--- src/rtl/control_sequencer_pkg.sv ---
// control_sequencer_pkg
//   Shared constants for the hardwired control sequencer: opcodes, FSM state
//   encoding, decode classes, FunSel codes for RF/ARF/IR, ALU function codes,
//   and the RF/ARF select encodings used on the datapath control bus.
package control_sequencer_pkg;

    typedef enum logic [2:0] {
        ST_F0,
        ST_F1,
        ST_F2,
        ST_E0,
        ST_E1,
        ST_E2,
        ST_HALT
    } state_t;

    typedef enum logic [3:0] {
        CLS_LDI,
        CLS_LD,
        CLS_ST,
        CLS_ALU,
        CLS_INC,
        CLS_DEC,
        CLS_BRA,
        CLS_BEQ,
        CLS_HLT
    } op_class_t;

    // Index of the final execute step of an instruction.
    typedef enum logic [1:0] {
        STEP_E0,
        STEP_E1,
        STEP_E2
    } exec_step_t;

    // Opcodes (IR[15:12])
    localparam logic [3:0] OP_LDI = 4'h0;
    localparam logic [3:0] OP_LD  = 4'h1;
    localparam logic [3:0] OP_ST  = 4'h2;
    localparam logic [3:0] OP_ADD = 4'h3;
    localparam logic [3:0] OP_SUB = 4'h4;
    localparam logic [3:0] OP_AND = 4'h5;
    localparam logic [3:0] OP_OR  = 4'h6;
    localparam logic [3:0] OP_XOR = 4'h7;
    localparam logic [3:0] OP_NOT = 4'h8;
    localparam logic [3:0] OP_LSL = 4'h9;
    localparam logic [3:0] OP_LSR = 4'hA;
    localparam logic [3:0] OP_INC = 4'hB;
    localparam logic [3:0] OP_DEC = 4'hC;
    localparam logic [3:0] OP_BRA = 4'hD;
    localparam logic [3:0] OP_BEQ = 4'hE;
    localparam logic [3:0] OP_HLT = 4'hF;

    // FunSel codes
    localparam logic [1:0] FS_CLEAR    = 2'b00;
    localparam logic [1:0] ARF_FS_LOAD = 2'b01;
    localparam logic [1:0] ARF_FS_INC  = 2'b10;
    localparam logic [1:0] RF_FS_LOAD  = 2'b01;
    localparam logic [1:0] RF_FS_DEC   = 2'b10;
    localparam logic [1:0] RF_FS_INC   = 2'b11;
    localparam logic [1:0] IR_FS_LOAD  = 2'b01;

    // ALU function codes
    localparam logic [3:0] ALU_PASS = 4'b0000;
    localparam logic [3:0] ALU_NOT  = 4'b0010;
    localparam logic [3:0] ALU_ADD  = 4'b0100;
    localparam logic [3:0] ALU_SUB  = 4'b0101;
    localparam logic [3:0] ALU_AND  = 4'b0111;
    localparam logic [3:0] ALU_OR   = 4'b1000;
    localparam logic [3:0] ALU_XOR  = 4'b1010;
    localparam logic [3:0] ALU_LSL  = 4'b1011;
    localparam logic [3:0] ALU_LSR  = 4'b1100;

    // ARF register selects and output selects
    localparam logic [3:0] ARF_SEL_PC = 4'b1000;
    localparam logic [3:0] ARF_SEL_AR = 4'b0100;
    localparam logic [1:0] ARF_OUT_AR = 2'b00;
    localparam logic [1:0] ARF_OUT_PC = 2'b11;

    // Mux selects
    localparam logic [1:0] MUXA_ALU = 2'b00;
    localparam logic [1:0] MUXA_MEM = 2'b01;
    localparam logic [1:0] MUXA_IMM = 2'b10;
    localparam logic [1:0] MUXB_IMM = 2'b10;
    localparam logic       MUXC_ALU = 1'b0;

    // R1..R4 map to one-hot 1000..0001.
    function automatic logic [3:0] rf_onehot(input logic [1:0] r);
        return 4'b1000 >> r;
    endfunction

    // RF read port select for R1..R4 is {1, reg}.
    function automatic logic [2:0] rf_rdsel(input logic [1:0] r);
        return {1'b1, r};
    endfunction

endpackage

--- src/rtl/control_sequencer_op_decode.sv ---
// op_decode
//   Combinational opcode decoder.
//   opcode    : IR[15:12]
//   alu_fun   : ALU FunSel for the ALU class (ALU_PASS otherwise)
//   last_step : final execute step of the instruction
//   op_class  : instruction class driving the execute sequencing
module op_decode
    import control_sequencer_pkg::*;
(
    input  logic [3:0] opcode,
    output logic [3:0] alu_fun,
    output exec_step_t last_step,
    output op_class_t  op_class
);

    always_comb begin
        alu_fun   = ALU_PASS;
        last_step = STEP_E0;
        op_class  = CLS_HLT;
        case (opcode)
            OP_LDI: op_class = CLS_LDI;
            OP_LD:  begin op_class = CLS_LD;  last_step = STEP_E1; end
            OP_ST:  begin op_class = CLS_ST;  last_step = STEP_E2; end
            OP_ADD: begin op_class = CLS_ALU; last_step = STEP_E2; alu_fun = ALU_ADD; end
            OP_SUB: begin op_class = CLS_ALU; last_step = STEP_E2; alu_fun = ALU_SUB; end
            OP_AND: begin op_class = CLS_ALU; last_step = STEP_E2; alu_fun = ALU_AND; end
            OP_OR:  begin op_class = CLS_ALU; last_step = STEP_E2; alu_fun = ALU_OR;  end
            OP_XOR: begin op_class = CLS_ALU; last_step = STEP_E2; alu_fun = ALU_XOR; end
            OP_NOT: begin op_class = CLS_ALU; last_step = STEP_E2; alu_fun = ALU_NOT; end
            OP_LSL: begin op_class = CLS_ALU; last_step = STEP_E2; alu_fun = ALU_LSL; end
            OP_LSR: begin op_class = CLS_ALU; last_step = STEP_E2; alu_fun = ALU_LSR; end
            OP_INC: op_class = CLS_INC;
            OP_DEC: op_class = CLS_DEC;
            OP_BRA: op_class = CLS_BRA;
            OP_BEQ: op_class = CLS_BEQ;
            default: op_class = CLS_HLT;
        endcase
    end

endmodule

--- src/rtl/control_sequencer.sv ---
// control_sequencer
//   Hardwired control unit for the 8-bit datapath. Fetches a 16-bit
//   instruction into IR over two memory reads (low byte, then high byte),
//   then sequences the execute steps. A private copy of the ALU flags is
//   captured by ALU-class instructions and used by BEQ.
//   Inputs : Clock, Reset (sync, active-low), IR_Out (current IR),
//            ALU_Flags {Z,C,N,O}
//   Outputs: RF / ARF / ALU / IR / memory / mux control fields (combinational
//            from state and IR), Halted (high in HALT)
module control_sequencer
    import control_sequencer_pkg::*;
(
    input  logic        Clock,
    input  logic        Reset,
    input  logic [15:0] IR_Out,
    input  logic [3:0]  ALU_Flags,
    output logic [2:0]  RF_O1Sel,
    output logic [2:0]  RF_O2Sel,
    output logic [1:0]  RF_FunSel,
    output logic [3:0]  RF_RSel,
    output logic [3:0]  RF_TSel,
    output logic [3:0]  ALU_FunSel,
    output logic [1:0]  ARF_OutASel,
    output logic [1:0]  ARF_OutBSel,
    output logic [1:0]  ARF_FunSel,
    output logic [3:0]  ARF_RSel,
    output logic        IR_LH,
    output logic        IR_Enable,
    output logic [1:0]  IR_FunSel,
    output logic        Mem_WR,
    output logic        Mem_CS,
    output logic [1:0]  MuxASel,
    output logic [1:0]  MuxBSel,
    output logic        MuxCSel,
    output logic        Halted
);

    state_t     state;
    logic [3:0] flags_q;
    logic [3:0] alu_fun;
    exec_step_t last_step;
    op_class_t  op_class;
    logic [1:0] rd;
    logic [1:0] rs;

    assign rd = IR_Out[11:10];
    assign rs = IR_Out[9:8];

    // The immediate reaches the datapath through MuxB/MuxA, not through here;
    // C/N/O are captured alongside Z but only Z steers a branch today.
    logic unused_bits;
    assign unused_bits = ^{IR_Out[7:0], flags_q[2:0]};

    op_decode u_op_decode (
        .opcode    (IR_Out[15:12]),
        .alu_fun   (alu_fun),
        .last_step (last_step),
        .op_class  (op_class)
    );

    always_ff @(posedge Clock) begin
        if (!Reset) begin
            state   <= ST_F0;
            flags_q <= 4'b0000;
        end else begin
            case (state)
                ST_F0: state <= ST_F1;
                ST_F1: state <= ST_F2;
                ST_F2: state <= ST_E0;
                ST_E0: begin
                    if (op_class == CLS_HLT)
                        state <= ST_HALT;
                    else if (last_step == STEP_E0)
                        state <= ST_F0;
                    else
                        state <= ST_E1;
                end
                ST_E1: state <= (last_step == STEP_E1) ? ST_F0 : ST_E2;
                ST_E2: begin
                    state <= ST_F0;
                    // ALU result (and its flags) is valid in E2.
                    if (op_class == CLS_ALU)
                        flags_q <= ALU_Flags;
                end
                ST_HALT: state <= ST_HALT;
                default: state <= ST_F0;
            endcase
        end
    end

    always_comb begin
        RF_O1Sel    = 3'b000;
        RF_O2Sel    = 3'b000;
        RF_FunSel   = FS_CLEAR;
        RF_RSel     = 4'b0000;
        RF_TSel     = 4'b0000;
        ALU_FunSel  = ALU_PASS;
        ARF_OutASel = 2'b00;
        ARF_OutBSel = ARF_OUT_PC;
        ARF_FunSel  = FS_CLEAR;
        ARF_RSel    = 4'b0000;
        IR_LH       = 1'b0;
        IR_Enable   = 1'b0;
        IR_FunSel   = FS_CLEAR;
        Mem_WR      = 1'b0;
        Mem_CS      = 1'b1;
        MuxASel     = 2'b00;
        MuxBSel     = 2'b00;
        MuxCSel     = 1'b0;
        Halted      = 1'b0;

        if (!Reset) begin
            // Clear-all: every register enabled with FunSel = clear.
            RF_RSel   = 4'b1111;
            RF_TSel   = 4'b1111;
            ARF_RSel  = 4'b1111;
            IR_Enable = 1'b1;
        end else begin
            case (state)
                ST_F1, ST_F2: begin
                    Mem_CS     = 1'b0;
                    IR_Enable  = 1'b1;
                    IR_FunSel  = IR_FS_LOAD;
                    IR_LH      = (state == ST_F2);
                    ARF_FunSel = ARF_FS_INC;
                    ARF_RSel   = ARF_SEL_PC;
                end
                ST_E0: begin
                    case (op_class)
                        CLS_LDI: begin
                            MuxASel   = MUXA_IMM;
                            RF_FunSel = RF_FS_LOAD;
                            RF_RSel   = rf_onehot(rd);
                        end
                        CLS_LD, CLS_ST: begin
                            MuxBSel     = MUXB_IMM;
                            ARF_FunSel  = ARF_FS_LOAD;
                            ARF_RSel    = ARF_SEL_AR;
                            ARF_OutBSel = ARF_OUT_AR;
                            // ST routes Rd through the ALU next step.
                            if (op_class == CLS_ST)
                                RF_O1Sel = rf_rdsel(rd);
                        end
                        CLS_ALU: begin
                            RF_O1Sel = rf_rdsel(rd);
                            RF_O2Sel = rf_rdsel(rs);
                        end
                        CLS_INC: begin
                            RF_FunSel = RF_FS_INC;
                            RF_RSel   = rf_onehot(rd);
                        end
                        CLS_DEC: begin
                            RF_FunSel = RF_FS_DEC;
                            RF_RSel   = rf_onehot(rd);
                        end
                        CLS_BRA, CLS_BEQ: begin
                            if (op_class == CLS_BRA || flags_q[3]) begin
                                MuxBSel    = MUXB_IMM;
                                ARF_FunSel = ARF_FS_LOAD;
                                ARF_RSel   = ARF_SEL_PC;
                            end
                        end
                        default: ;
                    endcase
                end
                ST_E1: begin
                    case (op_class)
                        CLS_LD: begin
                            Mem_CS    = 1'b0;
                            MuxASel   = MUXA_MEM;
                            RF_FunSel = RF_FS_LOAD;
                            RF_RSel   = rf_onehot(rd);
                        end
                        CLS_ST: begin
                            MuxCSel     = MUXC_ALU;
                            ALU_FunSel  = ALU_PASS;
                            ARF_OutBSel = ARF_OUT_AR;
                        end
                        CLS_ALU: begin
                            ALU_FunSel = alu_fun;
                            MuxCSel    = MUXC_ALU;
                        end
                        default: ;
                    endcase
                end
                ST_E2: begin
                    case (op_class)
                        CLS_ST: begin
                            Mem_CS      = 1'b0;
                            Mem_WR      = 1'b1;
                            ARF_OutBSel = ARF_OUT_AR;
                        end
                        CLS_ALU: begin
                            MuxASel   = MUXA_ALU;
                            RF_FunSel = RF_FS_LOAD;
                            RF_RSel   = rf_onehot(rd);
                        end
                        default: ;
                    endcase
                end
                ST_HALT: Halted = 1'b1;
                default: ;
            endcase
        end
    end

endmodule

--- config.mk ---
export PLATFORM = sky130hd
export DESIGN_NAME = control_sequencer
export DESIGN_NICKNAME = d
export VERILOG_FILES = /design/src/rtl/control_sequencer_pkg.sv /design/src/rtl/control_sequencer_op_decode.sv /design/src/rtl/control_sequencer.sv
export SDC_FILE = /design/constraint.sdc
export NUM_CORES = 1
export LEC_CHECK = 0
export ABC_CLOCK_PERIOD_IN_PS = 1900
export CAP_MARGIN = 10
export CORE_MARGIN = 3
export CORE_UTILIZATION = 35
export DETAILED_ROUTE_END_ITERATION = 7
export PLACE_DENSITY = 0.8
export REMOVE_ABC_BUFFERS = 1
export SKIP_CTS_REPAIR_TIMING = 1
export SKIP_LAST_GASP = 1
export SYNTH_ARGS = -nofsm -noshare
export SYNTH_HDL_FRONTEND = slang
export SYNTH_SLANG_ARGS = --single-unit
export TNS_END_PERCENT = 20
--- constraint.sdc ---
create_clock -name Clock -period 1.9 [get_ports Clock]
set_input_delay 0.38 -clock Clock [delete_from_list [all_inputs] [get_ports Clock]]
set_output_delay 0.38 -clock Clock [all_outputs]
set_load 0.01 [all_outputs]
# After elaboration in Yosys (flattened, before gate mapping)
# Index checks and enable logic that the tools add are counted.
dict set report classes {
  n_shift 1
  n_div 0
  order_cmp 0
  multipliers 0
  eq_ne 29
  n_reduce_logical 13
  addsub 0
  muxes 62
  bitwise 0
}
# op n
set op_table {}
lappend op_table {{$pmux 4 s8} 2}
lappend op_table {{$mux 4} 10}
lappend op_table {{$eq 4x3->1 const B} 8}
lappend op_table {{$eq 4x4->1 const B} 8}
lappend op_table {{$mux 3} 9}
lappend op_table {{$mux 2} 10}
lappend op_table {{$pmux 2 s2} 5}
lappend op_table {{$pmux 3 s6} 1}
lappend op_table {{$mux 1} 17}
lappend op_table {{$eq 4x2->1 const B} 4}
lappend op_table {{$pmux 4 s2} 2}
lappend op_table {{$pmux 2 s3} 2}
lappend op_table {{$pmux 4 s3} 1}
lappend op_table {{$eq 3x3->1 const B} 3}
lappend op_table {{$reduce_or 9->1} 1}
lappend op_table {{$eq 4x1->1 const B} 2}
lappend op_table {{$logic_not 4->1} 2}
lappend op_table {{$reduce_or 2->1} 4}
lappend op_table {{$reduce_or 8->1} 1}
lappend op_table {{$eq 3x2->1 const B} 2}
lappend op_table {{$pmux 3 s2} 1}
lappend op_table {{$shr 4x2->4 const A} 1}
lappend op_table {{$eq 3x1->1 const B} 1}
lappend op_table {{$logic_not 3->1} 1}
lappend op_table {{other kinds (7)} 7}
dict set report totals {
  mem_count 0
  romBits 0
  ff_bits 7
  inputBits 22
  elab_cells 107
  latchBits 0
  output_inout_bits 42
  ram_bits 0
}

# Logic depth before layout (Yosys ltp)
dict set report depth {
  word_depth 9
  mapped_depth 6
  mapped_depth_nobuf 4
}

# Hierarchy
# From an unflattened synthesis, not the netlist that was laid out.
dict set report hier_totals {
  hier_cells 136
  area_unflattened_um2 973.4
}
# module seq_area_each_um2 area_each_um2 cells_per_inst n_inst
set modules_own_cells {}
lappend modules_own_cells {control_sequencer 80.1 764.5 106 1}
lappend modules_own_cells {op_decode 0.0 209.0 30 1}

# Worst setup path before layout
# No wires, ideal clock.
dict set report synth_timing {
  path_type {input port to output port}
  from {input IR_Out[13]}
  to {output MuxBSel[1]}
  n_path_buf 2
  t_arrival_ns 1.478
  cell_stages 6
  required_ns 1.520
  setup_slack_ns 0.042
  path_cell_list {buf_4 > nor2b_1 > a21oi_1 > or2_1 > a21oi_1 > buf_4}
}
dict set report synth_between {
  elab_chain_len 9
  word_cells_on_any_way 28
  classes_between {eq/ne: 18; mux: 5; reduce/logical: 5}
}
# item line
set synth_lines {}
lappend synth_lines {{start: declaration} control_sequencer.sv:15} ;# input logic [15:0] IR_Out,
lappend synth_lines {{$eq 4x2->1 (tied with other cells)} control_sequencer_op_decode.sv:20} ;# case (opcode)
lappend synth_lines {{$reduce_or 8->1 (no line)} -}
lappend synth_lines {{$pmux 4 s8 *} control_sequencer_op_decode.sv:20}
lappend synth_lines {{$eq 4x3->1} {control_sequencer.sv:129, control_sequencer.sv:157}}
lappend synth_lines {{$logic_or 1x1->1} control_sequencer.sv:157} ;# if (op_class == CLS_BRA || flags_q[3]) begin
lappend synth_lines {{$mux 2} control_sequencer.sv:157}
lappend synth_lines {{$pmux 2 s2 *} control_sequencer.sv:129} ;# case (op_class)
lappend synth_lines {{$mux 2 *} control_sequencer.sv:119} ;# case (state)
lappend synth_lines {{$mux 2 *} control_sequencer.sv:112} ;# if (!Reset) begin
lappend synth_lines {{end: declaration} control_sequencer.sv:33} ;# output logic [1:0] MuxBSel,
# Every way passes the cells marked *; elsewhere a longest branch is shown, timed or not.

# Final worst setup path
dict set report layout_timing {
  from {register state[1]}
  to {output MuxASel[0]}
}
dict set report layout_between {
  elab_chain_len 3
  word_cells_on_any_way 4
  classes_between {eq/ne: 2; mux: 2}
}
# item line
set layout_lines {}
lappend layout_lines {{start: declaration} control_sequencer.sv:38} ;# state_t state;
lappend layout_lines {{start signal: assignment} control_sequencer.sv:78} ;# ST_E1: state <= (last_step == STEP_E1) ? ST_F0 : ST_E2;
lappend layout_lines {{$eq 3x3->1 or $eq 3x2->1 (tied branches)} control_sequencer.sv:119}
lappend layout_lines {{$pmux 2 s2 *} control_sequencer.sv:119}
lappend layout_lines {{$mux 2 *} control_sequencer.sv:112}
lappend layout_lines {{end: declaration} control_sequencer.sv:32} ;# output logic [1:0] MuxASel,
# Marked as above.

==> out/results.tsv <==
metric	value	unit
outcome	complete, but fails checks	
failing checks	setup timing	
Worst Path Buf+Inv	3	
highest-delay cell along the critical path	clkdlybuf4s50_1	
#FFs+latches synth	4	
ant diodes	0	
fin nets	239	
Hold Crit Depth	2	
minimum hold slack	0.5194	ns
Die Y	57.19	um
fin worst setup slack	-0.2538	ns
worst slack, placed	-0.9370	ns
DR iter-0 viols	28	
post-place instance area	1598	um^2
Core ar.	2340	um^2
mapped cell area	917.1	um^2
# setup viols final	21	
Post-synth top cells	buf_4 (17), nor2_1 (16), a21oi_1 (14), nand2_1 (10), nand2b_1 (7)	
CP dominant cell by count	buf_4	
leakage	1.060	nW
crit share post-route	1.134	
largest net degree at the start of global routing	11	
Final Skew	0.02365	ns
Max clock buf depth	2	
Critical Path AT	1.77	ns
register area share after synthesis	0.08731	
distinct cell type count after synthesis	45	
Startpoint Class	flip-flop	
area leader, netlist	buf_4	
minimum clock period after layout	2.154	ns
critical-path cell list	buf_4 > nor2b_2 > buf_4 > nand2_2 > nor2_1 > clkdlybuf4s50_1	
Area contributors post-synth	buf_4 (14%), dfxtp_1 (8.7%), a21oi_1 (7.6%)	
Final ANT Viol Nets	0	
Core Rows	17	
HP Class	flip-flop to flip-flop	
Setup crit end kind	output port	
clk root buf	clkbuf_4	
CTS tree	built	
yosys warns	0	
via count	1310	
final-report hold violation count	0	
Max-cap violations	0	
RSZ-0062 raised after global routing	true	
min-delay src	flags_q[3]	
synthesized-area fraction occupied by adder cells	0	
layout cells sized above 1	0.3860	
Yosys top cell area share	0.1392	
vias in the first global route	1234	
Initial Util	0.3920	
Synth Area in Compound Gates	0.2851	
cell family with most CP delay	buffers and inverters	
RR Endpoint	state[2]	
post-synthesis xor/xnor area fraction	0.02865	
Reg2Reg Setup Slack	0.56	ns
most frequent cell after synthesis	buf_4	
Synth Area per Inst	6.694	um^2
worst skew pair latency	0.27	ns
Worst Hold Endpoint	flags_q[3]	
CP peak stage delay	0.54	ns
simple-gate share of the synthesized area	0.3943	
post-synthesis async set-or-reset flop share	0	
P per Cell Area	321.2	nW/um^2
main flop type after synthesis	dfxtp_1	
largest family of logic cells by synthesized area	simple AND/OR/NAND/NOR gates	
WL final	3.787	mm
Reg clk slew, reported paths	0.06	ns
reg-to-reg startpoint	state[2]	
# DRC	0	
gr usage total	0.2027	
Power, Total	0.0005671	W
Worst EP required	1.52	ns
first-pass GRT wire length	5.430	mm
Fmax	0.4643	GHz
Clock Sinks	4	
CTS Buf Count	3	
mux cell area share after synthesis	0.01091	
global route overflow	0	
Final Max Tran Viols	0	
first-pass iteration count of the detailed router	4	
Critical Setup Path Class	flip-flop to output port	
I/O pin cnt	64	
number of synthesized flops with an enable pin	0	
Routed wire per std cell	15.58	um
Critical Path Fanout Max	5	
Vias/cell	5.391	
GPL Wtd Cong	0.8602	
synthesized instance count	137	
port bufs	47	
dpl hpwl	2.634	mm
initial antenna violation count	0	
Die Area	3271	um^2
area grow syn2layout	92.50	%
Worst R2R Path Depth	5	
H-tree depth	1	
Final Instance Area	1765	um^2
die width	57.19	um
VDD IR max	386.3	uV
## where the power goes
part           switching [W]   total, W  internal [W]
Combinational       0.000163   0.000342      0.000180
Clock              0.0000561   0.000128     0.0000721
Sequential        0.00000737  0.0000964     0.0000891
## worst max path at each step
stage / from / depth (start not counted) / end / slack (ns)
6_report: state[1] / 6 / MuxASel[0] / -0.25
5_1_grt: state[1] / 6 / MuxASel[0] / -0.39
4_1_cts: IR_Out[12] / 6 / ARF_FunSel[0] / -0.95
3_5_place_dp: IR_Out[12] / 6 / ARF_FunSel[0] / -0.94
3_3_place_gp: IR_Out[12] / 6 / ARF_FunSel[0] / -0.77
2_1_floorplan: state[0] / 3 / RF_RSel[0] / 0.08
## state kept, by name, indices dropped and copies added, names as in the netlist
register / flops
flags_q: 1
state: 3
## cell usage in the layout, fill, tap and decap left out, types with 4 or more instances in the layout
| cell | instances |
|---|---|
| nor3_2 | 4 |
| buf_4 | 42 |
| a21oi_1 | 13 |
| nand2_1 | 8 |
| nand2b_1 | 7 |
| conb_1 | 5 |
| dlymetal6s2s_1 | 24 |
| clkdlybuf4s50_1 | 16 |
| and2_1 | 4 |
| clkbuf_2 | 4 |
| nor3_1 | 5 |
| nor2_1 | 15 |
## routing by layer
layer / wire [um] / vias up / track usage / part of all wire
met1: 1482 / 606 / 0.2373 / 0.39
met4: 80 / 0 / 0.06623 / 0.021
met2: 1964 / 74 / 0.3785 / 0.52
li1: - / 620 / - / -
met5: 0 / - / 0 / 0
met3: 260 / 10 / 0.02262 / 0.069
## stage by stage
| step | TNS (ns) | cells | utilization |
|---|---|---|---|
| final | -2.594 | 243 | 0.7545 |
| after CTS | -22.78 | 239 | 0.6925 |
| after detailed placement | -22.89 | 236 | 0.6829 |
| after floorplan | 0 | 118 | - |
| after global routing | -4.494 | 243 | 0.7545 |
| after global placement | -20.74 | 236 | 0.6829 |
## tightest hold or removal path, delay by kind of cell, from the launching register on
family,cells,cell delay (ns)
flip-flops,1,0.31
AO/OA/AOI/OAI,2,0.16
## layout make-up
type | count | area [um^2]
timing repair buffer | 94 | 879.6
fill | 168 | 574.3
sequential | 4 | 86.33
clock buffer | 3 | 22.52
multi-input combinational | 111 | 730.7
tap | 28 | 35.03
inverter | 3 | 11.26
## cell families (layout without fill, tap and decap cells)
logic type / Yosys count / in the layout
other: 1 / 5
flip-flops: 4 / 4
XOR/XNOR: 3 / 3
AND/OR/NAND/NOR: 65 / 65
buffers and inverters: 26 / 100
multiplexers: 1 / 1
AO/OA/AOI/OAI: 37 / 37
Power figures use the tool's default switching activity.
